==> config.mk <==
export PLATFORM = sky130hd
export DESIGN_NAME = rv32i_single_cycle_core
export DESIGN_NICKNAME = d
export VERILOG_FILES = /design/src/rtl/rv32i_single_cycle_core_pkg.sv /design/src/rtl/rv32i_regfile.sv /design/src/rtl/rv32i_single_cycle_core.sv
export SDC_FILE = /design/constraint.sdc
export NUM_CORES = 2
export LEC_CHECK = 0
export ABC_CLOCK_PERIOD_IN_PS = 17160
export CAP_MARGIN = 20
export CORE_ASPECT_RATIO = 1.75
export CORE_MARGIN = 2
export CORE_UTILIZATION = 60
export DETAILED_ROUTE_END_ITERATION = 6
export GPL_TIMING_DRIVEN = 0
export PLACE_DENSITY = 0.89
export SYNTH_ARGS = -nofsm -noshare
export SYNTH_HDL_FRONTEND = slang
export SYNTH_HIERARCHICAL = 1
export SYNTH_SLANG_ARGS = --single-unit
==> constraint.sdc <==
create_clock -name clk -period 17.16 [get_ports clk]
set_input_delay 5.148 -clock clk [delete_from_list [all_inputs] [get_ports clk]]
set_output_delay 5.148 -clock clk [all_outputs]
set_load 0.01 [all_outputs]
==> src/rtl/rv32i_single_cycle_core_pkg.sv <==
// Shared RV32I encodings, ALU operation and write-back select enums for the single-cycle core.
package rv32i_single_cycle_core_pkg;

    localparam logic [31:0] RESET_PC_DEFAULT = 32'h0000_0000;

    localparam logic [6:0] OP_LUI    = 7'b0110111;
    localparam logic [6:0] OP_AUIPC  = 7'b0010111;
    localparam logic [6:0] OP_JAL    = 7'b1101111;
    localparam logic [6:0] OP_JALR   = 7'b1100111;
    localparam logic [6:0] OP_BRANCH = 7'b1100011;
    localparam logic [6:0] OP_LOAD   = 7'b0000011;
    localparam logic [6:0] OP_STORE  = 7'b0100011;
    localparam logic [6:0] OP_IMM    = 7'b0010011;
    localparam logic [6:0] OP_REG    = 7'b0110011;
    localparam logic [6:0] OP_SYSTEM = 7'b1110011;

    localparam logic [2:0] F3_ADD_SUB = 3'b000;
    localparam logic [2:0] F3_SLL     = 3'b001;
    localparam logic [2:0] F3_SLT     = 3'b010;
    localparam logic [2:0] F3_SLTU    = 3'b011;
    localparam logic [2:0] F3_XOR     = 3'b100;
    localparam logic [2:0] F3_SRL_SRA = 3'b101;
    localparam logic [2:0] F3_OR      = 3'b110;
    localparam logic [2:0] F3_AND     = 3'b111;

    localparam logic [2:0] F3_BEQ  = 3'b000;
    localparam logic [2:0] F3_BNE  = 3'b001;
    localparam logic [2:0] F3_BLT  = 3'b100;
    localparam logic [2:0] F3_BGE  = 3'b101;
    localparam logic [2:0] F3_BLTU = 3'b110;
    localparam logic [2:0] F3_BGEU = 3'b111;

    localparam logic [2:0] F3_LW   = 3'b010;
    localparam logic [2:0] F3_SW   = 3'b010;
    localparam logic [2:0] F3_JALR = 3'b000;

    localparam logic [6:0] F7_BASE = 7'b0000000;
    localparam logic [6:0] F7_ALT  = 7'b0100000;

    localparam logic [31:0] INSN_EBREAK = 32'h0010_0073;

    typedef enum logic [3:0] {
        ALU_ADD,
        ALU_SUB,
        ALU_SLL,
        ALU_SLT,
        ALU_SLTU,
        ALU_XOR,
        ALU_SRL,
        ALU_SRA,
        ALU_OR,
        ALU_AND,
        ALU_PASS_B
    } alu_op_e;

    typedef enum logic [1:0] {
        WB_ALU,
        WB_MEM,
        WB_PC4
    } wb_sel_e;

    // alt selects SUB/SRA; callers must only raise it where the encoding allows.
    function automatic alu_op_e alu_op_from_f3(input logic [2:0] f3, input logic alt);
        case (f3)
            F3_ADD_SUB: return alt ? ALU_SUB : ALU_ADD;
            F3_SLL:     return ALU_SLL;
            F3_SLT:     return ALU_SLT;
            F3_SLTU:    return ALU_SLTU;
            F3_XOR:     return ALU_XOR;
            F3_SRL_SRA: return alt ? ALU_SRA : ALU_SRL;
            F3_OR:      return ALU_OR;
            default:    return ALU_AND;
        endcase
    endfunction

endpackage

==> src/rtl/rv32i_regfile.sv <==
// 32x32 register file: two combinational read ports, one clocked write port, x0 hardwired to zero.
module rv32i_regfile #(
    parameter int NUM_REGS = 32
) (
    input  logic        clk,
    input  logic        reset,
    input  logic [4:0]  rs1_addr,
    input  logic [4:0]  rs2_addr,
    output logic [31:0] rs1_data,
    output logic [31:0] rs2_data,
    input  logic        wr_en,
    input  logic [4:0]  rd_addr,
    input  logic [31:0] rd_data
);

    // x0 has no storage at all, so it can never hold a stale value.
    logic [31:0] regs_q [1:NUM_REGS-1];
    logic [31:0] regs_d [1:NUM_REGS-1];

    genvar gi;
    generate
        for (gi = 1; gi < NUM_REGS; gi++) begin : g_reg
            always_comb begin
                regs_d[gi] = regs_q[gi];
                if (wr_en && (rd_addr == 5'(gi))) begin
                    regs_d[gi] = rd_data;
                end
            end

            always_ff @(posedge clk) begin
                if (reset) begin
                    regs_q[gi] <= '0;
                end else begin
                    regs_q[gi] <= regs_d[gi];
                end
            end
        end
    endgenerate

    always_comb begin
        rs1_data = (rs1_addr == 5'd0) ? 32'd0 : regs_q[rs1_addr];
        rs2_data = (rs2_addr == 5'd0) ? 32'd0 : regs_q[rs2_addr];
    end

endmodule

==> src/rtl/rv32i_single_cycle_core.sv <==
// Single-cycle RV32I core: decode, ALU, branch and PC logic around rv32i_regfile.
// Optional macro CPU_HALT_ON_EBREAK_EN makes EBREAK freeze the core until reset.
module rv32i_single_cycle_core
    import rv32i_single_cycle_core_pkg::*;
#(
    parameter logic [31:0] RESET_PC = RESET_PC_DEFAULT,
    parameter int          NUM_REGS = 32
) (
    input  logic        clk,
    input  logic        reset,
    input  logic [31:0] instruction,
    input  logic [31:0] mem_rd_data,
    output logic        mem_wr_sig,
    output logic [31:0] mem_wr_data,
    output logic [31:0] mem_addr,
    output logic [31:0] new_pc
);

    logic [31:0] pc_q, pc_d;

    logic [6:0]  opcode;
    logic [4:0]  rd, rs1, rs2;
    logic [2:0]  funct3;
    logic [6:0]  funct7;
    logic [31:0] imm_i, imm_s, imm_b, imm_u, imm_j;

    assign opcode = instruction[6:0];
    assign rd     = instruction[11:7];
    assign funct3 = instruction[14:12];
    assign rs1    = instruction[19:15];
    assign rs2    = instruction[24:20];
    assign funct7 = instruction[31:25];

    assign imm_i = {{20{instruction[31]}}, instruction[31:20]};
    assign imm_s = {{20{instruction[31]}}, instruction[31:25], instruction[11:7]};
    assign imm_b = {{19{instruction[31]}}, instruction[31], instruction[7],
                    instruction[30:25], instruction[11:8], 1'b0};
    assign imm_u = {instruction[31:12], 12'd0};
    assign imm_j = {{11{instruction[31]}}, instruction[31], instruction[19:12],
                    instruction[20], instruction[30:21], 1'b0};

    logic [31:0] rs1_val, rs2_val;
    logic        rf_wr_en;
    logic [31:0] wb_data;

    rv32i_regfile #(
        .NUM_REGS (NUM_REGS)
    ) u_regfile (
        .clk      (clk),
        .reset    (reset),
        .rs1_addr (rs1),
        .rs2_addr (rs2),
        .rs1_data (rs1_val),
        .rs2_data (rs2_val),
        .wr_en    (rf_wr_en),
        .rd_addr  (rd),
        .rd_data  (wb_data)
    );

    alu_op_e     alu_op;
    wb_sel_e     wb_sel;
    logic [31:0] imm;
    logic        alu_src_imm, alu_a_pc;
    logic        reg_we, mem_we;
    logic        is_branch, is_jal, is_jalr, is_ebreak;

    always_comb begin
        alu_op      = ALU_ADD;
        wb_sel      = WB_ALU;
        imm         = imm_i;
        alu_src_imm = 1'b0;
        alu_a_pc    = 1'b0;
        reg_we      = 1'b0;
        mem_we      = 1'b0;
        is_branch   = 1'b0;
        is_jal      = 1'b0;
        is_jalr     = 1'b0;
        is_ebreak   = 1'b0;
        case (opcode)
            OP_LUI: begin
                alu_op      = ALU_PASS_B;
                imm         = imm_u;
                alu_src_imm = 1'b1;
                reg_we      = 1'b1;
            end
            OP_AUIPC: begin
                imm         = imm_u;
                alu_src_imm = 1'b1;
                alu_a_pc    = 1'b1;
                reg_we      = 1'b1;
            end
            OP_JAL: begin
                imm    = imm_j;
                is_jal = 1'b1;
                wb_sel = WB_PC4;
                reg_we = 1'b1;
            end
            OP_JALR: begin
                if (funct3 == F3_JALR) begin
                    alu_src_imm = 1'b1;
                    is_jalr     = 1'b1;
                    wb_sel      = WB_PC4;
                    reg_we      = 1'b1;
                end
            end
            OP_BRANCH: begin
                imm       = imm_b;
                is_branch = (funct3 != 3'b010) && (funct3 != 3'b011);
            end
            OP_LOAD: begin
                if (funct3 == F3_LW) begin
                    alu_src_imm = 1'b1;
                    wb_sel      = WB_MEM;
                    reg_we      = 1'b1;
                end
            end
            OP_STORE: begin
                imm         = imm_s;
                alu_src_imm = 1'b1;
                mem_we      = (funct3 == F3_SW);
            end
            OP_IMM: begin
                alu_src_imm = 1'b1;
                alu_op      = alu_op_from_f3(funct3, funct7[5] && (funct3 == F3_SRL_SRA));
                // Shift-immediates carry funct7 in the immediate field; reject bad encodings.
                if (funct3 == F3_SLL) begin
                    reg_we = (funct7 == F7_BASE);
                end else if (funct3 == F3_SRL_SRA) begin
                    reg_we = (funct7 == F7_BASE) || (funct7 == F7_ALT);
                end else begin
                    reg_we = 1'b1;
                end
            end
            OP_REG: begin
                alu_op = alu_op_from_f3(funct3, funct7[5]);
                reg_we = (funct7 == F7_BASE) ||
                         ((funct7 == F7_ALT) &&
                          ((funct3 == F3_ADD_SUB) || (funct3 == F3_SRL_SRA)));
            end
            OP_SYSTEM: begin
`ifdef CPU_HALT_ON_EBREAK_EN
                is_ebreak = (instruction == INSN_EBREAK);
`endif
            end
            default: begin
            end
        endcase
    end

    logic [31:0] alu_a, alu_b, alu_result;
    logic [4:0]  shamt;

    assign alu_a = alu_a_pc ? pc_q : rs1_val;
    assign alu_b = alu_src_imm ? imm : rs2_val;
    assign shamt = alu_b[4:0];

    always_comb begin
        alu_result = 32'd0;
        case (alu_op)
            ALU_ADD:    alu_result = alu_a + alu_b;
            ALU_SUB:    alu_result = alu_a - alu_b;
            ALU_SLL:    alu_result = alu_a << shamt;
            ALU_SLT:    alu_result = {31'd0, $signed(alu_a) < $signed(alu_b)};
            ALU_SLTU:   alu_result = {31'd0, alu_a < alu_b};
            ALU_XOR:    alu_result = alu_a ^ alu_b;
            ALU_SRL:    alu_result = alu_a >> shamt;
            ALU_SRA:    alu_result = $unsigned($signed(alu_a) >>> shamt);
            ALU_OR:     alu_result = alu_a | alu_b;
            ALU_AND:    alu_result = alu_a & alu_b;
            ALU_PASS_B: alu_result = alu_b;
            default:    alu_result = 32'd0;
        endcase
    end

    logic branch_cond;

    always_comb begin
        branch_cond = 1'b0;
        case (funct3)
            F3_BEQ:  branch_cond = (rs1_val == rs2_val);
            F3_BNE:  branch_cond = (rs1_val != rs2_val);
            F3_BLT:  branch_cond = ($signed(rs1_val) < $signed(rs2_val));
            F3_BGE:  branch_cond = ($signed(rs1_val) >= $signed(rs2_val));
            F3_BLTU: branch_cond = (rs1_val < rs2_val);
            F3_BGEU: branch_cond = (rs1_val >= rs2_val);
            default: branch_cond = 1'b0;
        endcase
    end

    // freeze covers both the EBREAK cycle itself and every cycle after it.
    logic freeze;

`ifdef CPU_HALT_ON_EBREAK_EN
    logic halted_q, halted_d;

    assign halted_d = halted_q | is_ebreak;
    assign freeze   = halted_q | is_ebreak;

    always_ff @(posedge clk) begin
        if (reset) begin
            halted_q <= 1'b0;
        end else begin
            halted_q <= halted_d;
        end
    end
`else
    assign freeze = is_ebreak;
`endif

    logic [31:0] pc_plus4, pc_target;

    assign pc_plus4  = pc_q + 32'd4;
    assign pc_target = pc_q + imm;

    always_comb begin
        pc_d = pc_plus4;
        if (freeze) begin
            pc_d = pc_q;
        end else if (is_jalr) begin
            pc_d = {alu_result[31:1], 1'b0};
        end else if (is_jal || (is_branch && branch_cond)) begin
            pc_d = pc_target;
        end
    end

    always_ff @(posedge clk) begin
        if (reset) begin
            pc_q <= RESET_PC;
        end else begin
            pc_q <= pc_d;
        end
    end

    always_comb begin
        case (wb_sel)
            WB_MEM:  wb_data = mem_rd_data;
            WB_PC4:  wb_data = pc_plus4;
            default: wb_data = alu_result;
        endcase
    end

    assign rf_wr_en    = reg_we && !reset && !freeze;
    assign mem_wr_sig  = mem_we && !reset && !freeze;
    assign mem_wr_data = rs2_val;
    assign mem_addr    = alu_result;
    assign new_pc      = pc_q;

endmodule

==> metrics.txt, run 1 <==
worst slack at placement -4.53 ns; Main synth FF type edfxtp_1; HPWL after detailed placement 307000 um; I/O Buffers 161; ys async rst share 0%; GPL Wtd Cong 1.35; Placement Cell Area 74500 um^2; Die Width 261 um; Seq/Total Area, Yosys 43.9%; root buf cell clkbuf_16; stop err [ERROR GRT-0116] Global routing finished with congestion. Check the congestion regions in the DRC Viewer.; H-tree depth 3; vias in the first global route 83600; EDFF count, synth 992; overflow left after global routing 4612; TritonCTS Buffers 88; Fail Step global routing (5_1_grt); Syn Nets 6570; count of cell types in the netlist 113; gr usage total 87.4%; synthesis warning total 6; outcome stopped before the end; Seq cells post-synth 1024; die height 454 um; Post-CTS Hold Fix Bufs 0; clk buf depth 3; first-pass GRT wire length 756000 um; syn avg cell area 11.0 um^2; Synth Instances 6331; Top Ports 163; pin count of the biggest net entering global routing 33; Synth Cell Area 69300 um^2; CTS sink cnt 1024; Initial Utilization 60.3%; floorplan row count 165
repair_timing:
item | CTS
setup buffers | 46
endpoints found under the setup margin | 32
pin swaps | 36
gates resized for setup | 431
stage by stage:
step,hold WS [ns],instances
2_1_floorplan,0.584,6331
3_3_place_gp,0.764,7995
3_5_place_dp,0.782,8096
4_1_cts,0.791,8288
metal layers:
metal | GRT usage (%) | overflow
met5 | 44.2 | 18
met3 | 69.2 | 89
met1 | 83.9 | 100
met2 | 106 | 3026
met4 | 92.8 | 1379
cell families after synthesis:
group           count (synthesis)  share of synthesized area (%)
simple gates                 2108                           16.6
xor+xnor                       76                          0.960
buf+inv                       729                           4.66
fa+ha+maj                     173                           3.15
flops                        1024                           43.9
compound gates               1305                           13.4
mux                           916                           17.3
Yosys cell counts, types with 14 or more instances:
cell,n,area [um^2]
clkbuf_1,367,1380
buf_1,21,78.8
a31oi_1,23,144
a21oi_1,234,1170
o2bb2ai_1,28,245
o211ai_1,61,458
mux2_2,46,518
buf_2,125,626
mux4_2,217,4890
xor2_1,26,228
nand4_1,64,400
a221oi_1,60,526
mux2i_1,647,6480
o31ai_1,14,105
buf_6,28,315
nor2_1,379,1420
nor3_1,49,245
and2_1,1012,6330
o21a_1,23,173
o21ai_0,146,731
a221o_1,19,190
nand2_1,265,995
nor4_1,37,231
o221ai_1,39,342
nand2b_1,35,219
dfxtp_1,32,641
ha_1,170,2130
nor2b_1,32,200
a211oi_1,79,593
a22oi_1,222,1670
nand3_1,136,681
edfxtp_1,992,29800
xnor2_1,50,438
and3_1,15,93.8
a21o_1,41,308
o21bai_1,39,293
buf_4,31,233
o22ai_1,81,507
inv_1,149,559
or3_1,19,119
==> inputs of run 2 (changes only) <==
Settings changed: CORE_ASPECT_RATIO 1.75 to unset, CORE_UTILIZATION 60 to 40, PLACE_DENSITY 0.89 to unset, PLACE_DENSITY_LB_ADDON set to 0.15.
==> run 2 against run 1 <==
Effect of this change: the flow now finishes, with violations (design-rule violations, max-slew violations, negative setup slack); synthesized cell count unchanged; synthesized area did not move.
==> metrics.txt, run 2 <==
area of the multi-input gates 37300 um^2; core footprint 172000 um^2; CTS tree done; Reg with most FFs u_regfile/regs_q; Clock power frac 29.0%; initial antenna violation count 24; type of the worst setup path in2out; Final WS setup -0.388 ns; Max VDD drop 0.0946 mV; floorplan row count 152; Internal Power 0.00505 W; Reg2Reg Depth 24; critical path, cell by cell dlygate4sd2_1 > buf_6 > clkbuf_4 > clkbuf_2 > mux4_2 > a22oi_1 > nand4_1 > mux2i_4 > o211ai_1 > o21ai_1 > mux2_2 > o22ai_1 > o21ai_1 > o2111a_1 > nand3_1 > clkdlybuf4s50_1; reg2reg end u_regfile/regs_q[4][11]; clk buf depth 3; final slew viol count 2; sw frac 40.5%; Synth Cell Area 69300 um^2; f_max 57.0 MHz; vias in the first global route 59200; sequential power share 33.8%; Worst-Skew Late Latency 0.80 ns; # setup viols final 10; outcome finished, violations left; Comb power frac 37.2%; nets 7019; Area Overhead vs Synth 18.3%; worst slew pin tran 1.55 ns; Post-CTS Hold Fix Bufs 0; Pleak 31.3 nW; fill count 16200; CTS sink cnt 1024; most frequent CP cell o21ai_1; root buf cell clkbuf_16; Clock Pin Slew Worst Setup and Hold Paths 0.06 ns; post-synth top area cell edfxtp_1; layout cells sized above 1 17.1%; pin count of the biggest net entering global routing 29; Worst Path Required 12.01 ns; Synth area leaders edfxtp_1, mux2i_1, and2_1; delay-heaviest family, CP compound AO/OA/AOI/OAI gates; setup TNS -1.16 ns; most frequent cells in the layout and2_1, edfxtp_1, mux2i_1, nor2_1, clkbuf_1; die area 177000 um^2; Top Ports 163; router iterations before antenna repair 7; Yosys top cell area share 43.0%; final std cells w/o fill 9202; WL/cell 44.0 um; overflow left after global routing 0; Startpoint Class input pin; max reg flops 992; Initial Utilization 40.3%; slowest library cell on the worst path nand4_1; DRC 2; register area 30400 um^2; count of cell types in the netlist 113; Routed WL 405000 um; P_sw 0.00343 W; Hold Vio Cnt, Final 0; most common cell after layout, fill and taps aside and2_1; first-pass GRT wire length 532000 um; synthesis warning total 6; Die Width 420 um; failing checks design-rule violations, max-slew violations, negative setup slack; crit path DAT 12.40 ns; most common cell in the netlist and2_1; Final Instance Area 82000 um^2; fin crit period 17.55 ns; largest fanout on the critical path 10; clk_skew 0.0673 ns; CP max stage delay 0.82 ns; gr usage total 45.0%; CP Buf/Inv Count 5; Setup crit end kind output pin; die height 420 um; cell count of the worst hold path 2; worst slack at placement -3.62 ns; I/O Buffers 161; PD cells 103 nW/um^2; DR vias 62800; Iter 0 DRT Violations 9460; HP Class reg2reg; DR vias/cell 6.83; RR Startpoint u_regfile/regs_q[24][1]; TritonCTS Buffers 112; Tcrit/Tclk final 102%; relative slew slack -3.03%; EDFF count, synth 992; Placement Cell Area 75800 um^2; Main synth FF type edfxtp_1; max_cap viols 0; DRT antenna net count 0; GPL Wtd Cong 1.10; HPWL after detailed placement 313000 um; H-tree depth 3; ys async rst share 0%; Tot Pwr 0.00848 W; commonest cells in the netlist and2_1, edfxtp_1, mux2i_1, nor2_1, clkbuf_1; R2R Setup Slk 9.09 ns; Syn Nets 6570; dpl cells 8914; Seq cells post-synth 1024; Seq/Total Area, Yosys 43.9%; RSZ-0062 raised after global routing yes; Synth Instances 6331; syn avg cell area 11.0 um^2
-- run 2: final cells by class --
class / count / share of cell area [%]
clock inverter: 76 / 0.914
timing repair buffer: 353 / 4.68
antenna: 15 / 0.0458
inverter: 157 / 0.735
sequential: 1024 / 37.1
multi-input combinational: 4578 / 45.5
buffer: 554 / 3.95
clock buffer: 135 / 3.52
tap: 2310 / 3.52
-- run 2: metal layers --
layer	vias to the layer above	track usage [%]	share of wire (%)
met5	-	0.111	0.021
met4	12	40.6	11
met3	1550	15.5	12
met2	4936	66.7	42
met1	31500	51.1	34
li1	24800	-	-
-- run 2: stage by stage --
step           hold WS [ns]  util, %
2_1_floorplan         0.584        -
3_3_place_gp          0.748     42.9
3_5_place_dp          0.739     44.1
4_1_cts               0.750     47.3
5_1_grt               0.770     47.7
6_report              0.785     47.7
-- run 2: worst reg2reg max path, delay by kind of cell (launching register included) --
family,cells,cell delay [ns]
flip-flops,1,0.41
AND/OR/NAND/NOR,6,1.75
AO/OA/AOI/OAI,8,2.12
multiplexers,3,1.19
buffers and inverters,6,2.10
adder cells (fa/ha/maj),1,0.30
-- run 2: what timing repair did --
action,CTS,global route
setup endpoints to repair,32,27
endpoints found under the hold margin,0,0
buffers inserted,49,24
pin swaps,45,25
resized for setup,435,105
-- run 2: worst max path at each step --
stage	startpoint	endpoint	slack, ns	depth (start not counted)
final	instruction[17]	mem_addr[23]	-0.39	16
after global routing	instruction[15]	mem_addr[27]	-0.08	27
after CTS	instruction[15]	mem_addr[22]	0.01	24
after detailed placement	instruction[22]	mem_addr[24]	-3.62	29
after global placement	instruction[23]	mem_addr[10]	-6.12	27
after floorplan	instruction[20]	mem_addr[24]	1.70	27
-- run 2: logic make-up (layout without fill, tap and decap cells) --
kind of cell,after synthesis,in the layout,share of synthesized area (%)
AND/OR/NAND/NOR,2108,2108,16.6
AO/OA/AOI/OAI,1305,1305,13.4
flip-flops,1024,1024,43.9
multiplexers,916,916,17.3
buffers and inverters,729,1275,4.66
adder cells (fa/ha/maj),173,173,3.15
XOR/XNOR,76,76,0.960
other,0,15,0
-- run 2: power by group through the flow --
stage | logic [W] | registers [W] | clock network (W)
global route | 0.00311 | 0.00288 | 0.00256
detailed placement | 0.00277 | 0.00292 | 0
global placement | 0.00267 | 0.00293 | 0
CTS | 0.00290 | 0.00287 | 0.00247
floorplan | 0.00122 | 0.00290 | 0
finish | 0.00315 | 0.00287 | 0.00246
Note: power is estimated with default switching activity, not from simulation.
